==> src/rtl/alu_exec_stage.sv <==
// Execute stage: opcode decode, 32-bit ALU with zero/carry flags, branch and jump targets.
// Optional build macro ALU_SIGNED_BRANCH_EN selects signed BGT/BLT compares.
module alu_exec_stage #(
  parameter int WIDTH = 32
) (
  input  logic             clock,
  input  logic             reset,
  input  logic             in_valid,
  input  logic [5:0]       opcode,
  input  logic [WIDTH-1:0] op_a,
  input  logic [WIDTH-1:0] op_b,
  input  logic [WIDTH-1:0] pc,
  input  logic [WIDTH-1:0] imm,
  input  logic [25:0]      offset,
  output logic             out_valid,
  output logic [1:0]       alu_op,
  output logic [WIDTH-1:0] alu_result,
  output logic             zero_flag,
  output logic             carry_flag,
  output logic             branch_taken,
  output logic [WIDTH-1:0] bta,
  output logic [WIDTH-1:0] jump_target,
  output logic             illegal_op
);

  typedef enum logic [1:0] {
    ALU_AND  = 2'b00,
    ALU_ADD  = 2'b01,
    ALU_SUB  = 2'b10,
    ALU_PASS = 2'b11
  } alu_op_e;

  alu_op_e          alu_op_d;
  logic [WIDTH:0]   add_sum_s;
  logic [WIDTH:0]   sub_sum_s;
  logic [WIDTH-1:0] result_d;
  logic             carry_d;
  logic             zero_d;
  logic             taken_d;
  logic             illegal_d;
  logic [WIDTH-1:0] bta_d;
  logic [WIDTH-1:0] jump_d;

  logic             valid_q;
  logic [1:0]       alu_op_q;
  logic [WIDTH-1:0] result_q;
  logic             zero_q;
  logic             carry_q;
  logic             taken_q;
  logic [WIDTH-1:0] bta_q;
  logic [WIDTH-1:0] jump_q;
  logic             illegal_q;

  // Opcode to ALU operation decode
  always_comb begin
    alu_op_d = ALU_PASS;
    case (opcode)
      6'd0, 6'd3:                   alu_op_d = ALU_AND;
      6'd1, 6'd4, 6'd5, 6'd6, 6'd7: alu_op_d = ALU_ADD;
      6'd8, 6'd9, 6'd10, 6'd11:     alu_op_d = ALU_SUB;
      default:                      alu_op_d = ALU_PASS;
    endcase
  end

  // ALU datapath and flags; SUB carry=1 means no borrow
  always_comb begin
    add_sum_s = {1'b0, op_a} + {1'b0, op_b};
    sub_sum_s = {1'b0, op_a} + {1'b0, ~op_b} + {{WIDTH{1'b0}}, 1'b1};
    result_d  = op_b;
    carry_d   = 1'b0;
    case (alu_op_d)
      ALU_AND: begin
        result_d = op_a & op_b;
        carry_d  = 1'b0;
      end
      ALU_ADD: begin
        result_d = add_sum_s[WIDTH-1:0];
        carry_d  = add_sum_s[WIDTH];
      end
      ALU_SUB: begin
        result_d = sub_sum_s[WIDTH-1:0];
        carry_d  = sub_sum_s[WIDTH];
      end
      default: begin
        result_d = op_b;
        carry_d  = 1'b0;
      end
    endcase
    zero_d    = (result_d == {WIDTH{1'b0}});
    illegal_d = (opcode > 6'd16);
    bta_d     = pc + imm;
    jump_d    = {pc[WIDTH-1:26], offset};
  end

`ifdef ALU_SIGNED_BRANCH_EN
  logic n_s;
  logic v_s;

  // Signed branch resolution from the SUB result's sign and overflow
  always_comb begin
    n_s     = sub_sum_s[WIDTH-1];
    v_s     = (op_a[WIDTH-1] != op_b[WIDTH-1]) && (sub_sum_s[WIDTH-1] != op_a[WIDTH-1]);
    taken_d = 1'b0;
    case (opcode)
      6'd8:    taken_d = !zero_d && (n_s == v_s);
      6'd9:    taken_d = (n_s != v_s);
      6'd10:   taken_d = zero_d;
      6'd11:   taken_d = !zero_d;
      default: taken_d = 1'b0;
    endcase
  end
`else
  // Unsigned branch resolution from the SUB carry
  always_comb begin
    taken_d = 1'b0;
    case (opcode)
      6'd8:    taken_d = !zero_d && carry_d;
      6'd9:    taken_d = !carry_d;
      6'd10:   taken_d = zero_d;
      6'd11:   taken_d = !zero_d;
      default: taken_d = 1'b0;
    endcase
  end
`endif

  // Output registers: load on in_valid, otherwise hold (valid drops)
  always_ff @(posedge clock or posedge reset) begin
    if (reset) begin
      valid_q   <= 1'b0;
      alu_op_q  <= 2'b00;
      result_q  <= {WIDTH{1'b0}};
      zero_q    <= 1'b0;
      carry_q   <= 1'b0;
      taken_q   <= 1'b0;
      bta_q     <= {WIDTH{1'b0}};
      jump_q    <= {WIDTH{1'b0}};
      illegal_q <= 1'b0;
    end else begin
      valid_q <= in_valid;
      if (in_valid) begin
        alu_op_q  <= alu_op_d;
        result_q  <= result_d;
        zero_q    <= zero_d;
        carry_q   <= carry_d;
        taken_q   <= taken_d;
        bta_q     <= bta_d;
        jump_q    <= jump_d;
        illegal_q <= illegal_d;
      end
    end
  end

  assign out_valid    = valid_q;
  assign alu_op       = alu_op_q;
  assign alu_result   = result_q;
  assign zero_flag    = zero_q;
  assign carry_flag   = carry_q;
  assign branch_taken = taken_q;
  assign bta          = bta_q;
  assign jump_target  = jump_q;
  assign illegal_op   = illegal_q;

endmodule

==> config.mk <==
export PLATFORM = sky130hd
export DESIGN_NAME = alu_exec_stage
export DESIGN_NICKNAME = d
export VERILOG_FILES = /design/src/rtl/alu_exec_stage.sv
export SDC_FILE = /design/constraint.sdc
export NUM_CORES = 1
export LEC_CHECK = 0
export ABC_AREA = 1
export BUFFER_PORTS_ARGS = -buffer_cell sky130_fd_sc_hd__buf_2
export CORE_ASPECT_RATIO = 0.75
export CORE_UTILIZATION = 30
export CTS_CLUSTER_DIAMETER = 120
export DETAILED_ROUTE_END_ITERATION = 7
export HOLD_SLACK_MARGIN = 0.03
export SYNTH_ARGS = -nofsm -noshare
export SYNTH_HDL_FRONTEND = slang
export SYNTH_SLANG_ARGS = --single-unit
==> constraint.sdc <==
create_clock -name clock -period 3.4 [get_ports clock]
set_clock_uncertainty 0.1 [all_clocks]
set_input_delay 0.17 -clock clock [delete_from_list [all_inputs] [get_ports clock]]
set_output_delay 0.17 -clock clock [all_outputs]
set_load 0.01 [all_outputs]
==> metrics.md, run 1 <==
| Metric | Value |
|---|---|
| Internal power | `2.62 mW` |
| Slew headroom | `0.493` |
| Status | `finished, final reports clean` |
| Die width | `232 um` |
| Later-pin clock latency in the skew report | `around 0.36 ns` |
| Post-synthesis area per instance | `~6.0 um2` |
| Register Area | `2580 um2` |
| Met1 wire length | `23.0 mm` |
| Area Overhead vs Synth | `21.6%` |
| Starting Density | `0.308` |
| Clock root buffer | `clkbuf_16` |
| Final Hold Viols | `0` |
| Post-synthesis register bit count | `a little over 100` |
| Sw Share | `0.432` |
| Mapped Area | `around 12000 um2` |
| Slowest stage cell, crit path | `dlygate4sd3_1` |
| Max frequency | `320 MHz` |
| Global route overflow | `0` |
| Routed WL | `47.5 mm` |
| Unrepaired setup endpoints after global routing | `false` |
| Leakage | `8.20 nW` |
| First-pass GRT wire length | `72.8 mm` |
| HPWL Detailed | `39.4 mm` |
| Area contributors post-synth | `nand2_1 (23%), dfrtp_1 (22%), ha_1 (11%)` |
| Top layer in use | `met4` |
| Fillers | `4257` |
| Async S/R FF share, synth | `1.00` |
| DR vias | `13700` |
| Synth warnings | `0` |
| Pwr Density | `318 nW/um2` |
| Reg2reg path depth | `2` |
| Leading area contributor after synthesis | `nand2_1` |
| Combinational group share of total power | `0.454` |
| Clk pin slew, worst setup/hold paths | `0.08 ns` |
| Vias in the first global route | `12800` |
| Worst path cell trace | `dlygate4sd3_1, buf_2, nor2_2, buf_4, nand3_1, ha_2, buf_4, nand3_1, nand3_1, nand2_1, inv_1, nor2_1, nand3_2, nor2_1, nand3_1, nor2_1, nand3_1, nand2_1, nand3_1, nand2_1, nand2_1` |
| Max-slew violation count | `0` |
| Clock share of power | `0.228` |
| Synth top area share | `0.225` |
| Setup TNS | `0 ns` |
| Worst hold path type | `in -> reg` |
| Maximum clock path buffer count | `2` |
| H-tree Lvls | `3` |
| Hold Crit Endpoint | `bta[31]` |
| Worst path required time | `3.56 ns` |
| Num CTS Buffers | `9` |
| Area of the multi-input gates | `7740 um2` |
| DR WL met3 | `3.76 mm` |
| Reg2reg setup slack | `around 2.4 ns` |
| DR vias/cell | `4.85` |
| Final #Nets | `2565` |
| Final setup fails | `0` |
| Design Power | `approximately 4.6 mW` |
| Seq pwr share | `0.317` |
| Final min period | `3.12 ns` |
| Reg-to-reg startpoint | `alu_result[24]` |
| Max incr delay on CP | `0.53 ns` |
| Largest net degree at the start of global routing | `between 80 and 90` |
| Pre-antenna DRT Iters | `5` |
| Crit end category | `flop` |
| Routability Congestion | `slightly below 1` |
| Dominant synthesized flop cell | `dfrtp_1` |
| Die Area | `40600 um2` |
| Max FO, Critical Path | `28` |
| Synthesized Nets | `2276` |
| WS Path Type | `in -> reg` |
| Worst Hold Depth | `4` |
| Worst hold path startpoint | `imm[31]` |
| Antenna violations before repair | `3` |
| NetSw | `2.00 mW` |
| CTS tree | `done` |
| Core area | `approximately 39000 um2` |
| Post-synth EDFFs | `0` |
| Post-synthesis sequential area ratio | `0.216` |
| Slew of the pin with the lowest slew margin | `0.760 ns` |
| Total GRT Usage | `0.232` |
| FP Rows | `62` |
| Reg2reg end | `alu_result[24]` |
| Initial DRC Count | `1187` |
| Worst Path Arrival | `3.28 ns` |
| Worst path top cell family by delay | `simple AND/OR/NAND/NOR gates` |
| Max_cap viols | `0` |
| DIE HEIGHT | `175 um` |
| Port bufs | `265` |
| Crit share post-route | `0.919` |
| Startpoint Class | `input pin` |
| Distinct cell type count after synthesis | `53` |
| WHS | `0.0702 ns` |
| Sink Count | `103` |
| Synth cell count leaders | `nand2_1 (717), inv_1 (317), nand3_1 (179), nor2_1 (130), a21oi_1 (111)` |
| Syn Inst Count | `about 2000` |
| Dominant cell by count in the synthesized netlist | `nand2_1` |
| WL met2 | `19.4 mm` |
| DRC | `0` |
| WL per Instance | `16.9 um` |
| Buf+Inv Stages, Crit Path | `5` |
| Share of cells above drive strength 1 | `0.183` |
| Maximum VDD drop | `roughly 0.20 mV` |
| Num ports | `266` |
| Most frequent CP cell | `nand3_1` |
| Routed Antenna Nets | `0` |
[flip-flops by register name, indices dropped and copies added, names as in the netlist, 2 cells and up]
register     cells
alu_result      32
bta             32
jump_target     32
alu_op           2
[worst reg2reg max path: stages (launching register included)]
cell and delay (ns):
dfrtp_1 0.42, nand2_1 0.14, o21ai_0 0.20
[logic make-up after synthesis]
kind of cell    share of synthesized area
xor+xnor                          0.00660
compound gates                      0.113
flops                               0.216
simple gates                        0.412
fa+ha+maj                           0.114
buf+inv                             0.139
[metrics by stage]
stage,util,setup WS (ns),std cells,area [um2]
floorplan,-,0.426,2006,11900
global placement,0.357,0.153,2758,13800
detailed placement,0.357,0.195,2758,13800
CTS,0.374,0.0757,2811,14500
global route,0.375,0.00366,2814,14500
finish,0.375,0.277,2815,14500
[layer usage]
layer / vias to the layer above / global-route usage
met2: 488 / 0.337
met5: - / 0
met3: 56 / 0.0467
li1: 6869 / -
met1: 6239 / 0.340
met4: 0 / 0.0691
[what timing repair did]
item / 4_1_cts / 5_1_grt
hold endpoints to repair: 89 / 0
setup buffers: 0 / 1
resized for setup: 0 / 14
hold buffers: 37 / 0
setup endpoints to repair: 0 / 7
[power by group through the flow]
stage	logic [mW]	clock network, mW	registers, mW
6_report	2.10	1.06	1.47
5_1_grt	2.33	1.14	1.49
4_1_cts	2.07	1.10	1.47
3_5_place_dp	2.03	0	1.49
3_3_place_gp	2.02	0	1.49
2_1_floorplan	1.20	0	1.55
[worst max-delay path by stage]
| stage | start | endpoint | depth (start not counted) |
|---|---|---|---|
| 5_1_grt | imm[0] | bta[24] | 17 |
| 4_1_cts | opcode[5] | branch_taken | 21 |
| 3_3_place_gp | op_a[0] | branch_taken | 22 |
| 6_report | opcode[5] | branch_taken | 21 |
| 2_1_floorplan | reset | alu_op[0] | 1 |
| 3_5_place_dp | opcode[0] | branch_taken | 23 |
[cell usage in the layout (no fill, tap or decap), types with 10 or more instances in the layout]
cell / count
or2_2: 16
nand3_2: 12
nor2_1: 128
ha_1: 100
nor3_1: 14
inv_1: 314
buf_2: 265
nand2_2: 20
nor2_2: 20
o21ai_1: 10
a21oi_1: 110
nand2_1: 716
a31oi_1: 14
nand4_1: 20
dlygate4sd3_1: 37
buf_4: 37
dfrtp_1: 103
nand3_1: 178
o21ai_0: 78
[area by class of cell]
type,instances,share of cell area
Multi-Input combinational cell,1512,0.533
Antenna cell,3,0.000517
Sequential cell,103,0.177
Tap cell,512,0.0441
Clock buffer,9,0.0155
Inverter,327,0.0849
Timing Repair Buffer,342,0.140
Clock inverter,7,0.00439
No activity file was read; power rests on OpenSTA's default activity.
==> inputs of run 2 (changes only) <==
--- a/config.mk
+++ b/config.mk
@@ -7,7 +7,7 @@
 export LEC_CHECK = 0
 export ABC_AREA = 1
 export BUFFER_PORTS_ARGS = -buffer_cell sky130_fd_sc_hd__buf_2
-export CORE_ASPECT_RATIO = 0.75
+export CORE_ASPECT_RATIO = 1.2
 export CORE_UTILIZATION = 30
 export CTS_CLUSTER_DIAMETER = 120
 export DETAILED_ROUTE_END_ITERATION = 7
==> run 2 against run 1 <==
Final area increased by 0.84%. Hold slack got worse by 0.038 ns. First-iteration DRC count decreased by 29%. Register-to-register slack got worse by 0.08 ns. Largest power group unchanged. Flip-flop and latch count unchanged. Via count increased by 1.4%. Wire length increased by 1.4%. Total power increased by 4.0%. Sequential share of layout area decreased by 0.15 points.
==> metrics.md, run 2 (synthesis gave the netlist of run 1 again) <==
| Metric | Value |
|---|---|
| Status | `finished, final reports clean` |
| Max_cap viols | `0 (unchanged)` |
| Final setup fails | `0 (unchanged)` |
| Initial DRC Count | `839 (-29%)` |
| Vias in the first global route | `13300 (+4.1%)` |
| Routability Congestion | `1.01 (+3.3%)` |
| Slew of the pin with the lowest slew margin | `0.981 ns (+0.221 ns)` |
| Final min period | `2.99 ns (-0.137 ns)` |
| Max incr delay on CP | `0.54 ns (about the same)` |
| WS Path Type | `in -> reg` |
| Global route overflow | `0 (unchanged)` |
| Reg-to-reg startpoint | `alu_result[19]` |
| Max frequency | `335 MHz (+4.6%)` |
| CTS tree | `done` |
| Antenna violations before repair | `2 (-1)` |
| DRC | `0 (unchanged)` |
| Max FO, Critical Path | `5 (-82%)` |
| First-pass GRT wire length | `72.6 mm (-0.38%)` |
| Final Hold Viols | `0 (unchanged)` |
| Pwr Density | `328 nW/um2 (+3.1%)` |
| Slew headroom | `0.346 (-0.147)` |
| Area of the multi-input gates | `7730 um2 (-0.19%)` |
| Share of cells above drive strength 1 | `0.186 (+0.00286)` |
| Post-route cell area | `14600 um2 (+0.84%)` |
| Worst hold path type | `in -> reg` |
| Routed WL | `48.2 mm (+1.4%)` |
| Core area | `39000 um2 (+0.86%)` |
| Worst path required time | `3.58 ns (+0.02 ns)` |
| Hold Crit Endpoint | `bta[0]` |
| Num CTS Buffers | `9 (unchanged)` |
| Buf+Inv Stages, Crit Path | `5 (unchanged)` |
| HPWL Detailed | `39.7 mm (+0.85%)` |
| Fillers | `4311 (+1.3%)` |
| Leakage | `8.28 nW (+1.0%)` |
| Fin util | `0.375 (about the same)` |
| Worst path top cell family by delay | `simple AND/OR/NAND/NOR gates` |
| Crit share post-route | `0.878 (-0.0404)` |
| Clk pin slew, worst setup/hold paths | `0.09 ns (about the same)` |
| Die width | `184 um (-21%)` |
| Reg2reg setup slack | `2.29 ns (-0.08 ns)` |
| Pre-antenna DRT Iters | `5 (unchanged)` |
| Setup TNS | `0 ns (unchanged)` |
| Startpoint Class | `input pin` |
| Unrepaired setup endpoints after global routing | `false` |
| Maximum VDD drop | `0.251 mV (+26%)` |
| Num ports | `266 (unchanged)` |
| Commonest non-fill, non-tap cells in the layout | `nand2_1 (717), inv_1 (314), buf_2 (265), nand3_1 (178), nor2_1 (129)` |
| Port bufs | `265 (unchanged)` |
| DR vias | `13800 (+1.4%)` |
| Largest net degree at the start of global routing | `92 (+5.7%)` |
| Reg2reg path depth | `2 (unchanged)` |
| Sink Count | `103 (unchanged)` |
| Reg2reg end | `alu_result[19]` |
| DR vias/cell | `4.88 (+0.54%)` |
| Register Area | `2580 um2 (unchanged)` |
| Slowest stage cell, crit path | `dlygate4sd3_1` |
| Crit end category | `flop` |
| Routed Antenna Nets | `0 (unchanged)` |
| Worst Path Arrival | `3.17 ns (-0.11 ns)` |
| WL per Instance | `17.0 um (+0.49%)` |
| Maximum clock path buffer count | `2 (unchanged)` |
| Die Area | `40600 um2 (about the same)` |
| Worst path cell trace | `dlygate4sd3_1, buf_2, nor2_1, inv_1, nor3_4, inv_1, ha_1, inv_1, o21ai_0, o22ai_1, nand2_1, nor2_1, nand3_1, nor2_1, nand3_1, nor2_1, nand3_1, nor2_2, nand3_1, nand2_1, nand3_1, nand2_1, nand2_1` |
| Max-slew violation count | `0 (unchanged)` |
| DIE HEIGHT | `221 um (+26%)` |
| Clock root buffer | `clkbuf_16` |
| Total GRT Usage | `0.236 (+0.00387)` |
| Most frequent CP cell | `nand3_1` |
| Most common cell after layout, fill and taps aside | `nand2_1` |
| Starting Density | `0.306 (-0.00264)` |
| Later-pin clock latency in the skew report | `0.38 ns (+0.02 ns)` |
| FP Rows | `79 (+27%)` |
| Final #Nets | `2578 (+0.51%)` |
| Placed Area | `13900 um2 (+0.85%)` |
| Area Overhead vs Synth | `22.7%` |
| H-tree Lvls | `3 (unchanged)` |
| Worst Hold Depth | `4 (unchanged)` |
| Worst hold path startpoint | `imm[0]` |
run 2: cell types whose count changed in the layout (fill, tap and decap cells not counted), moves of 2 or more:
cell / delta
buf_4: +16
ha_1: +2
diode_2: -2
inv_8: -2
bufinv_16: +2
o21ai_0: +2
dlygate4sd3_1: -2
o21ai_1: -2
ha_2: -2
run 2: area by class of cell:
type                       count  share of cell area
inverter                     327              0.0842
clock buffer                  10              0.0156
antenna                        1            0.000171
multi-input combinational   1512               0.528
tap                          526              0.0449
timing repair buffer         355               0.144
clock inverter                 6             0.00718
sequential                   103               0.176
run 2: power by group:
part / total, mW / internal [mW] / switching (mW) / leakage (nW)
clock: 1.24 / 0.662 / 0.579 / 0.162
combinational: 2.11 / 0.748 / 1.36 / 6.88
sequential: 1.46 / 1.37 / 0.0850 / 1.24
run 2: how the worst max path moves through the flow:
stage,startpoint,endpoint,slack (ns),depth (start not counted)
detailed placement,opcode[0],branch_taken,0.09,24
floorplan,reset,alu_op[0],0.43,1
finish,opcode[5],branch_taken,0.41,23
CTS,opcode[5],branch_taken,0.09,23
global placement,opcode[0],branch_taken,0.15,24
global route,opcode[5],branch_taken,0.05,23
run 2: metal layers:
metal	global-route usage	wire, um	vias up
li1	-	-	6899
met3	0.0351	2730	133
met4	0.148	2960	2
met1	0.272	19200	6292
met5	0	13	-
met2	0.409	23300	521
run 2: metrics by stage:
stage | worst slack [ns] | total power [mW] | cells | hold slack (ns)
after floorplan | 0.426 | 2.75 | 2006 | 0.101
after global placement | 0.152 | 3.52 | 2787 | 0.271
after detailed placement | 0.0863 | 3.53 | 2787 | 0.276
after CTS | 0.0912 | 4.82 | 2838 | 0.0306
after global routing | 0.0486 | 5.12 | 2840 | 0.0510
final | 0.414 | 4.81 | 2840 | 0.0327
run 2: worst register-to-register path, delay by kind of cell (launching register included):
| family | cells | cell delay [ns] |
|---|---|---|
| flip-flops | 1 | 0.40 |
| AND/OR/NAND/NOR | 1 | 0.14 |
| AO/OA/AOI/OAI | 1 | 0.25 |
run 2: timing repair:
item | 4_1_cts | 5_1_grt
hold buffers | 35 | 0
gates resized for setup | 0 | 7
setup endpoints to repair | 0 | 2
setup buffers | 0 | 1
endpoints found under the hold margin | 108 | 0
==> inputs of run 3 (changes only) <==
--- a/config.mk
+++ b/config.mk
@@ -5,7 +5,6 @@
 export SDC_FILE = /design/constraint.sdc
 export NUM_CORES = 1
 export LEC_CHECK = 0
-export ABC_AREA = 1
 export BUFFER_PORTS_ARGS = -buffer_cell sky130_fd_sc_hd__buf_2
 export CORE_ASPECT_RATIO = 1.2
 export CORE_UTILIZATION = 30
==> constraint.sdc (replaced) <==
create_clock -name clock -period 3.45 [get_ports clock]
set_clock_uncertainty 0.1 [all_clocks]
set_input_delay 0.1725 -clock clock [delete_from_list [all_inputs] [get_ports clock]]
set_output_delay 0.1725 -clock clock [all_outputs]
set_load 0.01 [all_outputs]
==> run 3 against run 2 <==
The run now ends with setup timing left. Global-route usage grew 1.4 points. Critical path depth is 7 lower. Sequential share of layout area down 1.2 points. Final area up 7.2%. Count of clock-buffer cells in the layout down 1. Final cell count decreased by 20%. Area after synthesis shrank 14%. First-iteration DRC count shrank 4.8%. Worst setup slack worse by 0.53 ns. Via count shrank 14%. Critical endpoint unchanged.
==> metrics.md, run 3 <==
| Metric | Value |
|---|---|
| Dominant synthesized flop cell | `dfrtp_1` |
| Reg2reg setup slack | `2.54 ns (+0.25 ns)` |
| Pre-antenna DRT Iters | `5 (unchanged)` |
| H-tree Lvls | `3 (unchanged)` |
| Num ports | `266 (unchanged)` |
| Startpoint Class | `input pin` |
| Slew headroom | `0.453 (+0.107)` |
| Final #Nets | `2091 (-19%)` |
| Violated checks | `setup timing` |
| Worst path required time | `3.66 ns (+0.08 ns)` |
| Max_cap viols | `0 (unchanged)` |
| Port bufs | `265 (unchanged)` |
| Crit end category | `flop` |
| Largest net degree at the start of global routing | `59 (-36%)` |
| Unrepaired setup endpoints after global routing | `true` |
| Max frequency | `280 MHz` |
| Final non-filler cell total | `2283 (-20%)` |
| Async S/R FF share, synth | `1.00 (unchanged)` |
| Max-slew violation count | `0 (unchanged)` |
| Pre-CTS setup slack | `-1.01 ns (-1.09 ns)` |
| Synth top area share | `0.250 (+0.0246)` |
| Vias in the first global route | `12000 (-10%)` |
| Area Overhead vs Synth | `52.3%` |
| Post-synthesis sequential area ratio | `0.250 (+0.0342)` |
| Dominant cell by count in the synthesized netlist | `a21oi_1` |
| Total GRT Usage | `0.250 (+0.0142)` |
| Most common cell after layout, fill and taps aside | `buf_4` |
| Final setup fails | `2 (+2)` |
| Status | `complete, but fails checks` |
| Reg-to-reg startpoint | `jump_target[1]` |
| WS Path Type | `in -> reg` |
| Area contributors post-synth | `dfrtp_1 (25%), ha_1 (13%), mux2_2 (8.4%)` |
| Synth warnings | `0 (unchanged)` |
| Setup TNS | `-0.213 ns (-0.213 ns)` |
| Core area | `34000 um2 (-13%)` |
| Commonest non-fill, non-tap cells in the layout | `buf_4 (336), buf_2 (262), a21oi_1 (111), dfrtp_1 (103), nand2_1 (98)` |
| Critical path startpoint | `op_b[7]` |
| Register Area | `2580 um2 (unchanged)` |
| Die Area | `35100 um2 (-14%)` |
| FP Rows | `74 (-6.3%)` |
| WL per Instance | `19.3 um (+14%)` |
| Post-synthesis register bit count | `103 (unchanged)` |
| Synthesized Nets | `1498 (-34%)` |
| Placed Cells | `2221 (-20%)` |
| Post-synthesis area per instance | `8.39 um2 (+41%)` |
| DR vias/cell | `5.19 (+6.4%)` |
| Pwr Density | `325 nW/um2 (-1.0%)` |
| Sink Count | `103 (unchanged)` |
| Share of cells above drive strength 1 | `0.437 (+0.251)` |
| Crit share post-route | `1.03` |
| Synth cell count leaders | `a21oi_1 (122), ha_1 (104), dfrtp_1 (103), nand2_1 (98), inv_1 (88)` |
| HPWL Detailed | `35.3 mm (-11%)` |
| Starting Density | `0.303 (-0.00244)` |
| DIE HEIGHT | `205 um (-7.0%)` |
| Die width | `171 um (-7.0%)` |
| WHS | `0.123 ns (+0.0903 ns)` |
| Post-route cell area | `15700 um2 (+7.2%)` |
| Worst hold path startpoint | `opcode[5]` |
| Routability Congestion | `0.986 (-2.6%)` |
| Mapped Area | `10300 um2 (-14%)` |
| First-pass GRT wire length | `66.6 mm (-8.2%)` |
| Final min period | `3.57 ns` |
| Antenna violations before repair | `0 (-2)` |
| Routed Antenna Nets | `0 (unchanged)` |
| Syn Inst Count | `1228 (-39%)` |
| Routed WL | `44.1 mm (-8.5%)` |
| Maximum VDD drop | `0.200 mV (-20%)` |
| CTS tree | `done` |
| Area of the multi-input gates | `7560 um2 (-2.1%)` |
| Clk pin slew, worst setup/hold paths | `0.10 ns (about the same)` |
| Leakage | `7.47 nW (-9.8%)` |
| Placed Area | `14500 um2 (+4.2%)` |
| Maximum clock path buffer count | `2 (unchanged)` |
| Later-pin clock latency in the skew report | `0.39 ns (about the same)` |
| Design Power | `5.10 mW (+6.1%)` |
| Global route overflow | `0 (unchanged)` |
| Post-synth EDFFs | `0 (unchanged)` |
| Fillers | `3351 (-22%)` |
| Fin util | `0.462 (+0.0871)` |
| Worst hold path type | `in -> reg` |
| Distinct cell type count after synthesis | `84 (+58%)` |
| DRC | `0 (unchanged)` |
| Worst Path Arrival | `3.78 ns (+0.61 ns)` |
| Initial DRC Count | `799 (-4.8%)` |
| DR vias | `11800 (-14%)` |
| Clock root buffer | `clkbuf_16` |
| Max FO, Critical Path | `5 (unchanged)` |
| Leading area contributor after synthesis | `dfrtp_1` |
| Final WS setup | `-0.118 ns (-0.532 ns)` |
| Final Hold Viols | `0 (unchanged)` |
| Num CTS Buffers | `9 (unchanged)` |
| Slew of the pin with the lowest slew margin | `0.800 ns (-0.181 ns)` |
-- run 3: worst max-delay path: stages --
cell and delay, ns:
buf_2 0.10, inv_1 0.05, ha_1 0.38, nand3_1 0.21, a2111oi_4 0.41, nor3_4 0.14, o31ai_4 0.26, buf_4 0.16
a21oi_1 0.06, buf_4 0.17, mux2i_1 0.11, o32a_1 0.39, nor4_4 0.35, nand4b_1 0.20, or4b_4 0.55, o221ai_2 0.07
-- run 3: logic make-up (layout without fill, tap and decap cells) --
logic type,count (synthesis),after routing,share of synthesized area
buffers and inverters,154,752,0.0604
AOI/OAI and AO/OA,405,405,0.265
other,0,1,0
adders and majority gates,107,107,0.132
xor gates and xnor gates,55,55,0.0467
muxes,87,87,0.0938
DFF,103,103,0.250
and+or+nand+nor,317,317,0.152
-- run 3: area by class of cell --
class | count | area share
Timing Repair Buffer | 643 | 0.275
Inverter | 93 | 0.0225
Sequential cell | 103 | 0.164
Multi-Input combinational cell | 971 | 0.482
Clock inverter | 7 | 0.00566
Clock buffer | 9 | 0.0143
Tap cell | 456 | 0.0363
Antenna cell | 1 | 0.000159
-- run 3: routing by layer --
metal | vias to the layer above | global-route usage | routed length, um
li1 | 5711 | - | -
met1 | 5628 | 0.293 | 17600
met2 | 413 | 0.437 | 21900
met3 | 88 | 0.0516 | 2750
met4 | 0 | 0.107 | 1780
met5 | - | 0 | 0
-- run 3: where the power goes --
| group | total, mW | switching, mW | internal [mW] |
|---|---|---|---|
| clock | 1.14 | 0.606 | 0.529 |
| sequential | 1.48 | 0.0940 | 1.39 |
| combinational | 2.48 | 1.29 | 1.19 |
-- run 3: final timing paths --
check / to / cells past startpoint
max: branch_taken / 16
min: illegal_op / 4
max reg2reg: jump_target[1] / 1
min reg2reg: bta[14] / 2
max in group asynchronous: alu_result[5] / 4
min in group asynchronous: jump_target[0] / 3
-- run 3: what timing repair did --
action,in CTS,in global routing
pin swaps,25,26
gates resized for setup,45,55
setup endpoints to repair,2,4
hold buffers,34,0
setup buffers,5,6
endpoints found under the hold margin,89,0
